### config.mk
export PLATFORM = sky130hd
export DESIGN_NAME = i2s_tx
export DESIGN_NICKNAME = d
export VERILOG_FILES = /design/src/rtl/i2s_tx.sv
export SDC_FILE = /design/constraint.sdc
export NUM_CORES = 1
export LEC_CHECK = 0
export BUFFER_PORTS_ARGS = -buffer_cell sky130_fd_sc_hd__buf_2
export CAP_MARGIN = 20
export CORE_MARGIN = 5
export CORE_UTILIZATION = 53
export DETAILED_ROUTE_END_ITERATION = 12
export GPL_TIMING_DRIVEN = 0
export HOLD_SLACK_MARGIN = 0.02
export PLACE_DENSITY_LB_ADDON = 0.1
export SYNTH_ARGS = -nofsm -noshare
export SYNTH_HDL_FRONTEND = slang
export SYNTH_SLANG_ARGS = --single-unit
### constraint.sdc
create_clock -name clk_in -period 1.89 [get_ports clk_in]
set_input_delay 0.189 -clock clk_in [delete_from_list [all_inputs] [get_ports clk_in]]
set_output_delay 0.189 -clock clk_in [all_outputs]
set_load 0.02 [all_outputs]
### src/rtl/i2s_tx.sv
// Stereo I2S transmitter: serializes buffered left/right sample pairs onto sdata/lrck,
// using bclk falling edges (detected on clk_in) as the bit strobe.
module i2s_tx #(
    parameter int DW = 32
) (
    input  logic          clk_in,
    input  logic          rst_n,
    input  logic          bclk,
    input  logic          en,
    input  logic [DW-1:0] din_l,
    input  logic [DW-1:0] din_r,
    input  logic          din_valid,
    output logic          din_ready,
    output logic          lrck,
    output logic          sdata,
    output logic          underrun
);
    localparam int FW = 2 * DW;
    localparam int CW = $clog2(FW);

    typedef struct packed {
        logic [DW-1:0] l;
        logic [DW-1:0] r;
    } pair_t;

    logic          bclk_q;
    logic          fall;
    logic [CW-1:0] cnt;
    logic [CW-1:0] cnt_nx;
    logic [FW-1:0] sr;
    pair_t         hold_q;
    logic          buf_full;
    logic          accept;
    logic          load;

    assign fall      = bclk_q & ~bclk;
    assign cnt_nx    = cnt + CW'(1);
    // The frame is loaded when the count steps onto 1, giving the one-bit delay after lrck.
    assign load      = en & fall & (cnt_nx == CW'(1));
    assign din_ready = ~buf_full;
    assign accept    = din_valid & ~buf_full;
    assign sdata     = sr[FW-1];

    always_ff @(posedge clk_in or negedge rst_n) begin
        if (!rst_n) bclk_q <= 1'b0;
        else        bclk_q <= bclk;
    end

    always_ff @(posedge clk_in or negedge rst_n) begin
        if (!rst_n) begin
            cnt      <= '0;
            sr       <= '0;
            lrck     <= 1'b0;
            underrun <= 1'b0;
        end else begin
            underrun <= load & ~buf_full;
            if (!en) begin
                cnt  <= '0;
                sr   <= '0;
                lrck <= 1'b0;
            end else if (fall) begin
                cnt  <= cnt_nx;
                lrck <= cnt_nx[CW-1];
                if (cnt_nx == CW'(1)) sr <= buf_full ? FW'(hold_q) : '0;
                else                  sr <= {sr[FW-2:0], 1'b0};
            end
        end
    end

    // A pair accepted in the same cycle as a load is kept for the following frame.
    always_ff @(posedge clk_in or negedge rst_n) begin
        if (!rst_n) begin
            buf_full <= 1'b0;
            hold_q   <= '0;
        end else begin
            buf_full <= (buf_full & ~load) | accept;
            if (accept) hold_q <= '{l: din_l, r: din_r};
        end
    end

endmodule

==> results of run 1 <==
[state kept, by name, summed over array words and instances, names as in the netlist]
name      cells
underrun      1
hold_q       64
sr           64
cnt           5
buf_full      1
lrck          1
bclk_q        1
[logic make-up (layout without fill, tap and decap cells)]
kind of cell	count (synthesis)	count (layout)
AND/OR/NAND/NOR	173	173
AO/OA/AOI/OAI	127	127
flip-flops	137	137
buffers and inverters	69	243
multiplexers	64	64
adder cells (fa/ha/maj)	2	2
XOR/XNOR	4	4
[layer usage]
metal | vias to the layer above | track usage (%)
li1 | 2492 | -
met1 | 2795 | 31.8
met2 | 186 | 39.4
met3 | 33 | 5.66
met4 | 0 | 11.3
met5 | - | 0
[stage by stage]
step                      hold slack [ps]  setup slack [ps]  instances
after floorplan                      -107              19.5        576
after global placement                321             -1210        815
after detailed placement              193              -370        816
after CTS                            24.7              -155        916
after global routing                 29.1              -255        918
final                                45.9              -191        918
[worst min path at each step]
stage	to	slack (ps)	depth (start not counted)
global route	hold_q[43]	30	2
global placement	bclk_q	320	1
floorplan	bclk_q	-110	0
CTS	hold_q[43]	20	2
detailed placement	hold_q[49]	190	1
finish	hold_q[43]	50	2
[synthesized netlist by cell type]
library cell / count / area [um^2]
o21ai_0: 3 / 15.0
xor2_1: 1 / 8.76
nand2b_1: 1 / 6.26
or3_1: 1 / 6.26
inv_1: 3 / 11.3
or2_1: 1 / 6.26
buf_1: 1 / 3.75
o211ai_1: 4 / 30.0
a21boi_0: 3 / 22.5
nand4_1: 2 / 12.5
o31a_1: 1 / 8.76
nand3_1: 64 / 320
buf_4: 1 / 7.51
nand3b_1: 9 / 67.6
o21ai_1: 1 / 5.00
and4bb_1: 1 / 12.5
dfrtp_1: 137 / 3430
buf_2: 11 / 55.1
clkbuf_1: 48 / 180
and3_1: 1 / 6.26
a21oi_1: 2 / 10.0
o31ai_1: 1 / 7.51
nor3_1: 10 / 50.1
mux2_2: 64 / 721
buf_6: 5 / 56.3
ha_1: 2 / 25.0
o211ai_2: 49 / 613
nor2_1: 4 / 15.0
a221o_1: 1 / 10.0
nor2b_1: 2 / 12.5
nand2_1: 72 / 270
nor3_2: 1 / 10.0
xnor2_1: 3 / 26.3
o2111ai_1: 62 / 543
and2_1: 4 / 25.0
[where the power goes]
group	internal (uW)	switching, uW	total [uW]
clock	2060	1220	3280
sequential	3520	362	3880
combinational	740	628	1370
[repair_timing]
| action | CTS | global route |
|---|---|---|
| endpoints found under the setup margin | 128 | 87 |
| cloned | 0 | 2 |
| gates resized for setup | 59 | 62 |
| hold endpoints to repair | 121 | 0 |
| buffers inserted | 5 | 0 |
| hold buffers | 65 | 0 |
| pin swaps | 3 | 22 |
[layout make-up]
cell class	instances	share of cell area (%)
clock inverters	8	1.06
clock buffers	22	5.38
flip-flops and latches	137	38.2
repair buffers	144	12.4
multi-input cells	370	35.7
well taps	168	2.34
plain buffers	66	4.93
inverters	3	0.125
==> metrics.md, run 1 <==
| Metric | Value |
|---|---|
| Achievable Freq | between 400 and 500 MHz |
| Status | complete, but fails checks |
| Setup crit end | sr[35] |
| Post-DP HPWL | ~10000 um |
| RSZ-0062 raised after global routing | yes |
| R2R depth | 8 |
| WL met2 | ~8600 um |
| Chip height | 122 um |
| HP Class | primary input to flip-flop |
| # DRC | 0 |
| Placed inst area | a little over 7000 um^2 |
| Final nets | 810 |
| WL final | around 17000 um |
| Total power | approximately 8500 uW |
| First-pass GRT wire length | ~29000 um |
| CTS Buffer Depth | 2 |
| Most common cell after layout, fill and taps aside | dfrtp_1 |
| Initial DRC count | roughly 380 |
| Fin util | 74.2% |
| Layout area overhead | 36.1% |
| Crit path max-delay family | compound AO/OA/AOI/OAI gates |
| CP peak stage delay | around 450 ps |
| Mux contribution to synthesized area | a little over a tenth |
| Final period util | 110% |
| Number of antenna diodes | 0 |
| CP Max Fanout | 10 |
| Post-synthesis compound-gate area fraction | a little under a fifth |
| Clk sink count | between 100 and 150 |
| Number of global-route vias before repair | 5821 |
| FF/Latch Area | 3430 um^2 |
| Die Wd | between 100 and 150 um |
| Post-Synth Simple-Gate Area | 12.4% |
| Filler instances | ~820 |
| I/O pin count | 73 |
| Adder-Cell Fraction of Synth Area | 0.379% |
| Overflow left after global routing | 0 |
| Clk_skew | around 6.4 ps |
| Max-Cap Viols | 0 |
| P_leak | about 0.0038 uW |
| Initial Util | a little over half |
| Root buffer cell | clkbuf_16 |
| Pin count of the biggest net entering global routing | 81 |
| Synthesis warning total | 0 |
| DR WL/cell | 18.8 um |
| CP cell instances | ha_4 -> buf_4 -> nand4_1 -> a221o_2 -> or2_1 -> buf_8 -> buf_12 -> o211ai_2 |
| WS Path Type | flip-flop to flip-flop |
| H-tree Lvls | 4 |
| Commonest non-fill, non-tap cells in the layout | dfrtp_1, buf_2, nand2_1 |
| Reg2reg setup slack | -190 ps |
| Max Used Layer | met4 |
| Multi-input logic area | ~3200 um^2 |
| Register area share after synthesis | between 50 and 60% |
| Post-synthesis xor/xnor area fraction | less than 1% |
| Post-synthesis cell type count | 35 |
| Critical Path Start | cnt[1] |
| Failing checks | setup timing |
| Worst EP arrival | between 2000 and 2500 ps |
| Gp weighted congestion | roughly 0.84 |
| Number of iterations in the first detailed-routing pass | 4 |
| R2R Path End | sr[35] |
| Final instance area | 8990 um^2 |
| Count of input and output buffers | a little over 70 |
| Post-synthesis cell count | between 500 and 600 |
| Critical path capture point type | flip-flop |
| Worst r2r src | cnt[1] |
| Synth Cell Area | approximately 6600 um^2 |
| Final hold vios | 0 |
| M1 WL | about 7400 um |
| Worst path required time | approximately 2200 ps |
| Initial antenna violation count | 0 |
| Maximum VDD drop | 733 uV |
| Worst-path clk slew | about 60 ps |
| Total CTS buffers | 17 |
| Cell Rows | 40 |
| CTS tree | yes |
| Worst Setup Start Kind | flip-flop |
| Final TNS setup | -9780 ps |
| Die area | roughly 15000 um^2 |
| Largest family of logic cells by synthesized area | compound AO/OA/AOI/OAI gates |
| Slew Limit Fails | 0 |
| Antenna viol nets, final | 0 |
| WL met3 | 939 um |
| Post-Syn Nets | about 650 |
| Cell count along the critical path | 8 |
| Slew of the pin with the lowest slew margin | ~860 ps |
| Min Tclk post-route | about 2100 ps |
| PnR worst setup slack | -191 ps |
| Vias | between 5000 and 6000 |
| Global Route Usage Sum | around 25% |
| Post-Syn Area per Cell | about 11 um^2 |
| Core area | ~12000 um^2 |
| HP Start | din_l[11] |
| Crit-path slowest cell | a221o_2 |
| Final setup fails | between 60 and 70 |
| Seq cells post-synth | roughly 140 |
| Slew headroom | between 40% and 50% |
| Layout cells sized above 1 | just over 40% |
| Pwr Density | approximately 950 nW/um^2 |
| Clk_lat worst skew | around 420 ps |
| WP buf/inv | 3 |
| DR vias/cell | roughly 6 |
No activity file was read; power rests on OpenSTA's default activity.
==> run 2: changes to the inputs <==
--- a/config.mk
+++ b/config.mk
@@ -8,7 +8,7 @@
 export BUFFER_PORTS_ARGS = -buffer_cell sky130_fd_sc_hd__buf_2
 export CAP_MARGIN = 20
 export CORE_MARGIN = 5
-export CORE_UTILIZATION = 53
+export CORE_UTILIZATION = 50
 export DETAILED_ROUTE_END_ITERATION = 12
 export GPL_TIMING_DRIVEN = 0
 export HOLD_SLACK_MARGIN = 0.02
==> metrics.md, run 2 (synthesis gave the netlist of run 1 again) <==
| Metric | Value |
|---|---|
| Status | complete, but fails checks |
| Failing checks | setup timing |
| Root buffer cell | clkbuf_16 |
| Final period util | 106% (-4.3 points) |
| Achievable Freq | 500 MHz (+4.1%) |
| Final nets | 815 (+0.62%) |
| Gp weighted congestion | 0.807 (-3.4%) |
| Antenna viol nets, final | 0 (unchanged) |
| PnR worst setup slack | -109 ps (+81.6 ps) |
| Maximum VDD drop | 694 uV (-5.3%) |
| Vias | 5460 (-0.84%) |
| R2R Path End | sr[58] |
| I/O pin count | 73 (unchanged) |
| Clk_skew | 6.05 ps (-0.329 ps) |
| Worst-path clk slew | 60 ps (about the same) |
| CP Max Fanout | 10 (unchanged) |
| Filler instances | 875 (+7.0%) |
| Chip height | 125 um (+2.7%) |
| Initial antenna violation count | 0 (unchanged) |
| RSZ-0062 raised after global routing | yes |
| Critical path capture point type | flip-flop |
| Worst path required time | 2190 ps (-40 ps) |
| CTS tree | yes |
| Slew of the pin with the lowest slew margin | 1010 ps (+153 ps) |
| Worst r2r src | cnt[0] |
| First-pass GRT wire length | 29000 um (+0.96%) |
| Initial DRC count | 349 (-7.9%) |
| P_leak | 0.00397 uW (+3.1%) |
| Worst EP arrival | 2300 ps (-120 ps) |
| Final setup fails | 63 (-3.1%) |
| Slew Limit Fails | 0 (unchanged) |
| CTS Buffer Depth | 2 (unchanged) |
| Die area | 15600 um^2 (+5.5%) |
| Reg2reg setup slack | -110 ps (+80 ps) |
| Regs by FF count | hold_q (64), sr (64), cnt (5) |
| Layout area overhead | 42.9% |
| Total CTS buffers | 17 (unchanged) |
| H-tree Lvls | 4 (unchanged) |
| Count of input and output buffers | 71 (unchanged) |
| Fin Hold WS | 25.8 ps (-20.0 ps) |
| Overflow left after global routing | 0 (unchanged) |
| Most common cell after layout, fill and taps aside | dfrtp_1 |
| HP Class | primary input to flip-flop |
| Cell Rows | 42 (+5.0%) |
| Hold Path Sink | hold_q[0] |
| DR vias/cell | 5.85 (-2.4%) |
| Post-DP HPWL | 10400 um (-0.17%) |
| Clk_lat worst skew | 430 ps (about the same) |
| WS Path Type | flip-flop to flip-flop |
| Max-Cap Viols | 0 (unchanged) |
| Number of global-route vias before repair | 5753 (-1.2%) |
| Place WS | -362 ps (+7.89 ps) |
| Global Route Usage Sum | 22.6% (-1.9 points) |
| Clk sink count | 137 (unchanged) |
| Pwr Density | 925 nW/um^2 (-2.5%) |
| Commonest non-fill, non-tap cells in the layout | dfrtp_1, nand2_1, buf_2 |
| Min Tclk post-route | 2000 ps (-81.6 ps) |
| HP Start | din_r[0] |
| Hold Path Stages | 2 (unchanged) |
| Core area | 13100 um^2 (+8.0%) |
| R2R depth | 8 (unchanged) |
| Layout cells sized above 1 | 44.0% (+2.8 points) |
| DR WL/cell | 18.8 um (about the same) |
| Slew headroom | 32.4% (-10 points) |
| Number of iterations in the first detailed-routing pass | 5 (+1) |
| Worst Setup Start Kind | flip-flop |
| Die Wd | 125 um (+2.7%) |
| Pin count of the biggest net entering global routing | 77 (-4.9%) |
| WL final | 17600 um (+1.7%) |
| Final hold vios | 0 (unchanged) |
| Number of antenna diodes | 0 (unchanged) |
| # DRC | 0 (unchanged) |
| Initial Util | 50.5% (-4.1 points) |
## run 2: area by class of cell
| class | count | area, um^2 | share of cell area [%] |
|---|---|---|---|
| flip-flops and latches | 137 | 3430 | 36.3 |
| plain buffers | 65 | 522 | 5.52 |
| multi-input cells | 370 | 3430 | 36.3 |
| clock inverters | 9 | 120 | 1.27 |
| clock buffers | 23 | 478 | 5.06 |
| repair buffers | 150 | 1240 | 13.1 |
| inverters | 3 | 11.3 | 0.119 |
| well taps | 176 | 220 | 2.33 |
## run 2: what timing repair did
action | in CTS | in global routing
setup buffers | 6 | 1
cloned | 2 | 4
endpoints found under the hold margin | 125 | 0
gates resized for setup | 116 | 60
pin swaps | 19 | 13
hold buffers | 65 | 0
setup endpoints to repair | 128 | 76
## run 2: critical path, stage by stage, from the launching register on
cell       delay, ps
dfrtp_1          400
ha_4             160
buf_4            110
nand4_1           90
a221o_1          400
buf_4            180
buf_4            190
o2111ai_2        230
o211ai_2         120
## run 2: how the worst max path moves through the flow
stage | startpoint | endpoint | slack, ps
2_1_floorplan | cnt[0] | sr[10] | 20
3_3_place_gp | rst_n | hold_q[27] | -1250
3_5_place_dp | bclk_q | sr[1] | -360
4_1_cts | cnt[1] | sr[54] | -160
5_1_grt | bclk_q | sr[16] | -210
6_report | cnt[0] | sr[58] | -110
## run 2: metrics by stage
step	utilization (%)	total power [uW]	setup TNS [ps]	instance area, um^2	cells
3_5_place_dp	55.2	5040	-32690	7220	824
5_1_grt	72.2	9110	-9040	9450	933
3_3_place_gp	54.9	4950	-199870	7190	823
2_1_floorplan	-	4600	0	6610	576
4_1_cts	69.7	8690	-8470	9110	929
6_report	72.2	8740	-4270	9450	933
## run 2: layer usage
metal | up-vias | routed length, um | GRT usage [%]
li1 | 2503 | - | -
met1 | 2775 | 7560 | 29.5
met2 | 153 | 8950 | 37.8
met3 | 29 | 728 | 4.95
met5 | - | 0 | 0
met4 | 0 | 325 | 7.65
## run 2: report_power, final
| group | internal (uW) | switching (uW) |
|---|---|---|
| clock network | 2160 | 1230 |
| registers | 3520 | 356 |
| logic | 802 | 671 |
==> run 3: changes to the inputs <==
--- a/config.mk
+++ b/config.mk
@@ -5,10 +5,13 @@
 export SDC_FILE = /design/constraint.sdc
 export NUM_CORES = 1
 export LEC_CHECK = 0
+export ABC_AREA = 1
 export BUFFER_PORTS_ARGS = -buffer_cell sky130_fd_sc_hd__buf_2
 export CAP_MARGIN = 20
+export CELL_PAD_IN_SITES_DETAIL_PLACEMENT = 1
+export CELL_PAD_IN_SITES_GLOBAL_PLACEMENT = 1
 export CORE_MARGIN = 5
-export CORE_UTILIZATION = 50
+export CORE_UTILIZATION = 40
 export DETAILED_ROUTE_END_ITERATION = 12
 export GPL_TIMING_DRIVEN = 0
 export HOLD_SLACK_MARGIN = 0.02
==> metrics.md, run 3 <==
| Metric | Value |
|---|---|
| Adder-Cell Fraction of Synth Area | 0.380% (+0.0010 points) |
| First-pass GRT wire length | 30300 um (+4.5%) |
| Layout cells sized above 1 | 25.3% (-19 points) |
| Final setup fails | 0 (-100%) |
| Int Pwr | 7590 uW (+17%) |
| # DRC | 0 (unchanged) |
| Pwr Density | 1250 nW/um^2 (+35%) |
| Worst EP arrival | 2140 ps (-160 ps) |
| Number of antenna diodes | 0 (unchanged) |
| Primary FF master, synth | dfrtp_1 |
| Slew headroom | 66.5% (+34 points) |
| Slew Limit Fails | 0 (unchanged) |
| WS Path Type | flip-flop to flip-flop |
| Number of iterations in the first detailed-routing pass | 4 (-1) |
| Achievable Freq | 546 MHz (+9.1%) |
| Final TNS setup | 0 ps (+4270 ps) |
| Multi-input logic area | 2660 um^2 (-22%) |
| Post-Syn Area per Cell | 8.84 um^2 (-23%) |
| Initial DRC count | 201 (-42%) |
| Post-Synth Simple-Gate Area | 27.8% (+15 points) |
| Final nets | 983 (+21%) |
| Post-synthesis cell count | 746 (+30%) |
| Post-synthesis xor/xnor area fraction | 0% (-0.53 points) |
| CTS tree | yes |
| Seq cells post-synth | 137 (unchanged) |
| Synth Cell Area | 6590 um^2 (-0.27%) |
| Post-synth EDFFs | 0 (unchanged) |
| Initial Util | 40.3% (-10 points) |
| WL final | 17500 um (-0.11%) |
| Post-synthesis compound-gate area fraction | 0.645% (-18 points) |
| Regs by FF count | hold_q (64), sr (64), cnt (5) |
| Number of global-route vias before repair | 6129 (+6.5%) |
| Die area | 19100 um^2 (+23%) |
| Clk pwr share | 32.2% (-6.6 points) |
| Status | finished, final reports clean |
| Gp weighted congestion | 0.809 (+0.21%) |
| Reg2reg setup slack | 60 ps (+170 ps) |
| Synth top area cells | dfrtp_1, nand2_1, mux2_2 |
| CTS Buffer Depth | 2 (unchanged) |
| Most common library cells after synthesis | nand2_1, dfrtp_1, nand3_1 |
| Global Route Usage Sum | 19.2% (-3.4 points) |
| Switching pwr | 3280 uW (+46%) |
| Leading cell type by number of instances after synthesis | nand2_1 |
| CP Max Fanout | 10 (unchanged) |
| Post-DP HPWL | 11300 um (+8.0%) |
| Root buffer cell | clkbuf_16 |
| I/O pin count | 73 (unchanged) |
| Post-synthesis cell type count | 22 (-37%) |
| Area leader, netlist | dfrtp_1 |
| Final period util | 96.9% (-8.8 points) |
| Clk_skew | 5.97 ps (-0.0820 ps) |
| Layout area overhead | 32.3% |
| Count of input and output buffers | 72 (+1.4%) |
| Worst path required time | 2190 ps (about the same) |
| Largest family of logic cells by synthesized area | simple AND/OR/NAND/NOR gates |
| Die Wd | 138 um (+11%) |
| Commonest non-fill, non-tap cells in the layout | nand2_1, dfrtp_1, nand3_1 |
| Register area share after synthesis | 52.0% (+0.14 points) |
| Sw Share | 30.2% (+4.4 points) |
| HP Class | primary input to async pin |
| Slew of the pin with the lowest slew margin | 503 ps (-511 ps) |
| Antenna viol nets, final | 0 (unchanged) |
| Chip height | 138 um (+11%) |
| Clk sink count | 137 (unchanged) |
| Max-Cap Viols | 0 (unchanged) |
| Final hold vios | 0 (unchanged) |
| Top cell type's share of synthesized area | 52.0% (+0.14 points) |
| FF/Latch Area | 3430 um^2 (about the same) |
| Min Tclk post-route | 1830 ps (-167 ps) |
| Synthesis warning total | 0 (unchanged) |
| Fin Hold WS | 255 ps (+229 ps) |
| Filler instances | 1936 (+120%) |
| Worst Setup Start Kind | flip-flop |
| Post-synth ARST share | 100% (unchanged) |
| Worst-path clk slew | 60 ps (about the same) |
| Total CTS buffers | 17 (unchanged) |
| Maximum VDD drop | 724 uV (+4.3%) |
| Core area | 16300 um^2 (+25%) |
| Seq pwr share | 39.6% (-4.7 points) |
| Initial antenna violation count | 0 (unchanged) |
| P_leak | 0.00441 uW (+11%) |
| DR vias/cell | 4.80 (-18%) |
| Vias | 5501 (+0.75%) |
| Most common cell after layout, fill and taps aside | nand2_1 |
| DR WL/cell | 15.3 um (-19%) |
| Overflow left after global routing | 0 (unchanged) |
| Pin count of the biggest net entering global routing | 95 (+23%) |
| Mux contribution to synthesized area | 10.9% (+0.029 points) |
| Logic pwr share | 28.2% (+11 points) |
| Post-Syn Nets | 817 (+26%) |
| H-tree Lvls | 4 (unchanged) |
| Clk_lat worst skew | 420 ps (about the same) |
| Cell Rows | 47 (+12%) |
| Critical path capture point type | flip-flop |
-- run 3: cell count changes after synthesis, sizes merged, moves of 4 or more --
cell | previous run | this run
inv | 3 | 76
nand3b | 9 | 0
nor3 | 11 | 0
nand2 | 72 | 274
clkbuf | 48 | 17
o211ai | 53 | 0
o2111ai | 62 | 0
buf | 18 | 29
nand3 | 64 | 131
and2 | 4 | 0
-- run 3: path summary, 6_finish.rpt --
path,start,end,depth (start not counted)
max,cnt[1],sr[35],12
max in group asynchronous,rst_n,hold_q[57],3
min,rst_n,hold_q[43],2
min reg2reg,sr[23],sr[23],2
max reg2reg,cnt[1],sr[35],12
min in group clk_in,en,cnt[0],3
-- run 3: routing by layer --
metal  vias up  part of all wire [%]  GRT usage [%]
met4         0                   1.7           6.19
li1       2688                     -              -
met5         -                     0              0
met1      2718                    44           23.7
met2        70                    52           34.0
met3        25                   2.5           3.69
-- run 3: repair_timing --
item	in CTS	in global routing
gates cloned	1	3
endpoints found under the setup margin	13	61
pin swaps	1	2
buffers inserted	0	4
hold buffers	66	0
hold endpoints to repair	108	0
gates resized for setup	2	18
-- run 3: logic make-up after synthesis --
kind of cell / Yosys count
and+or+nand+nor: 413
DFF: 137
buffers and inverters: 122
muxes: 64
AOI/OAI and AO/OA: 8
adders and majority gates: 2
-- run 3: worst max-delay path, cell delays in order, from the launching register on --
cell	delay, ps
dfrtp_1	430
ha_4	190
inv_1	50
nand2_1	100
nand2_2	80
nor2_2	140
nand2_4	100
nor2_8	130
buf_12	150
buf_12	140
nand3_2	60
nand3_1	90
nand2_1	70
-- run 3: through the flow --
step,utilization [%],worst slack (ps),area (um^2),instances,power (uW)
6_report,53.3,58.2,8720,1145,10900
3_5_place_dp,44.4,-149,7260,1039,7280
4_1_cts,52.3,16.1,8560,1138,11000
2_1_floorplan,-,283,6590,746,6420
3_3_place_gp,44.2,-1370,7230,1038,7110
5_1_grt,53.3,-61.9,8720,1145,11600
-- run 3: power by group through the flow --
stage	combinational, uW	clock [uW]	sequential, uW
floorplan	2240	0	4180
global placement	2810	0	4300
detailed placement	2930	0	4360
CTS	3060	3580	4320
global route	3470	3690	4410
finish	3070	3500	4300
-- run 3: cell type report --
cell class | instances | share of cell area (%)
flip-flops and latches | 137 | 39.3
multi-input cells | 488 | 30.5
repair buffers | 146 | 13.3
clock buffers | 19 | 5.08
plain buffers | 46 | 3.33
inverters | 76 | 3.27
well taps | 220 | 3.16
clock inverters | 13 | 2.02
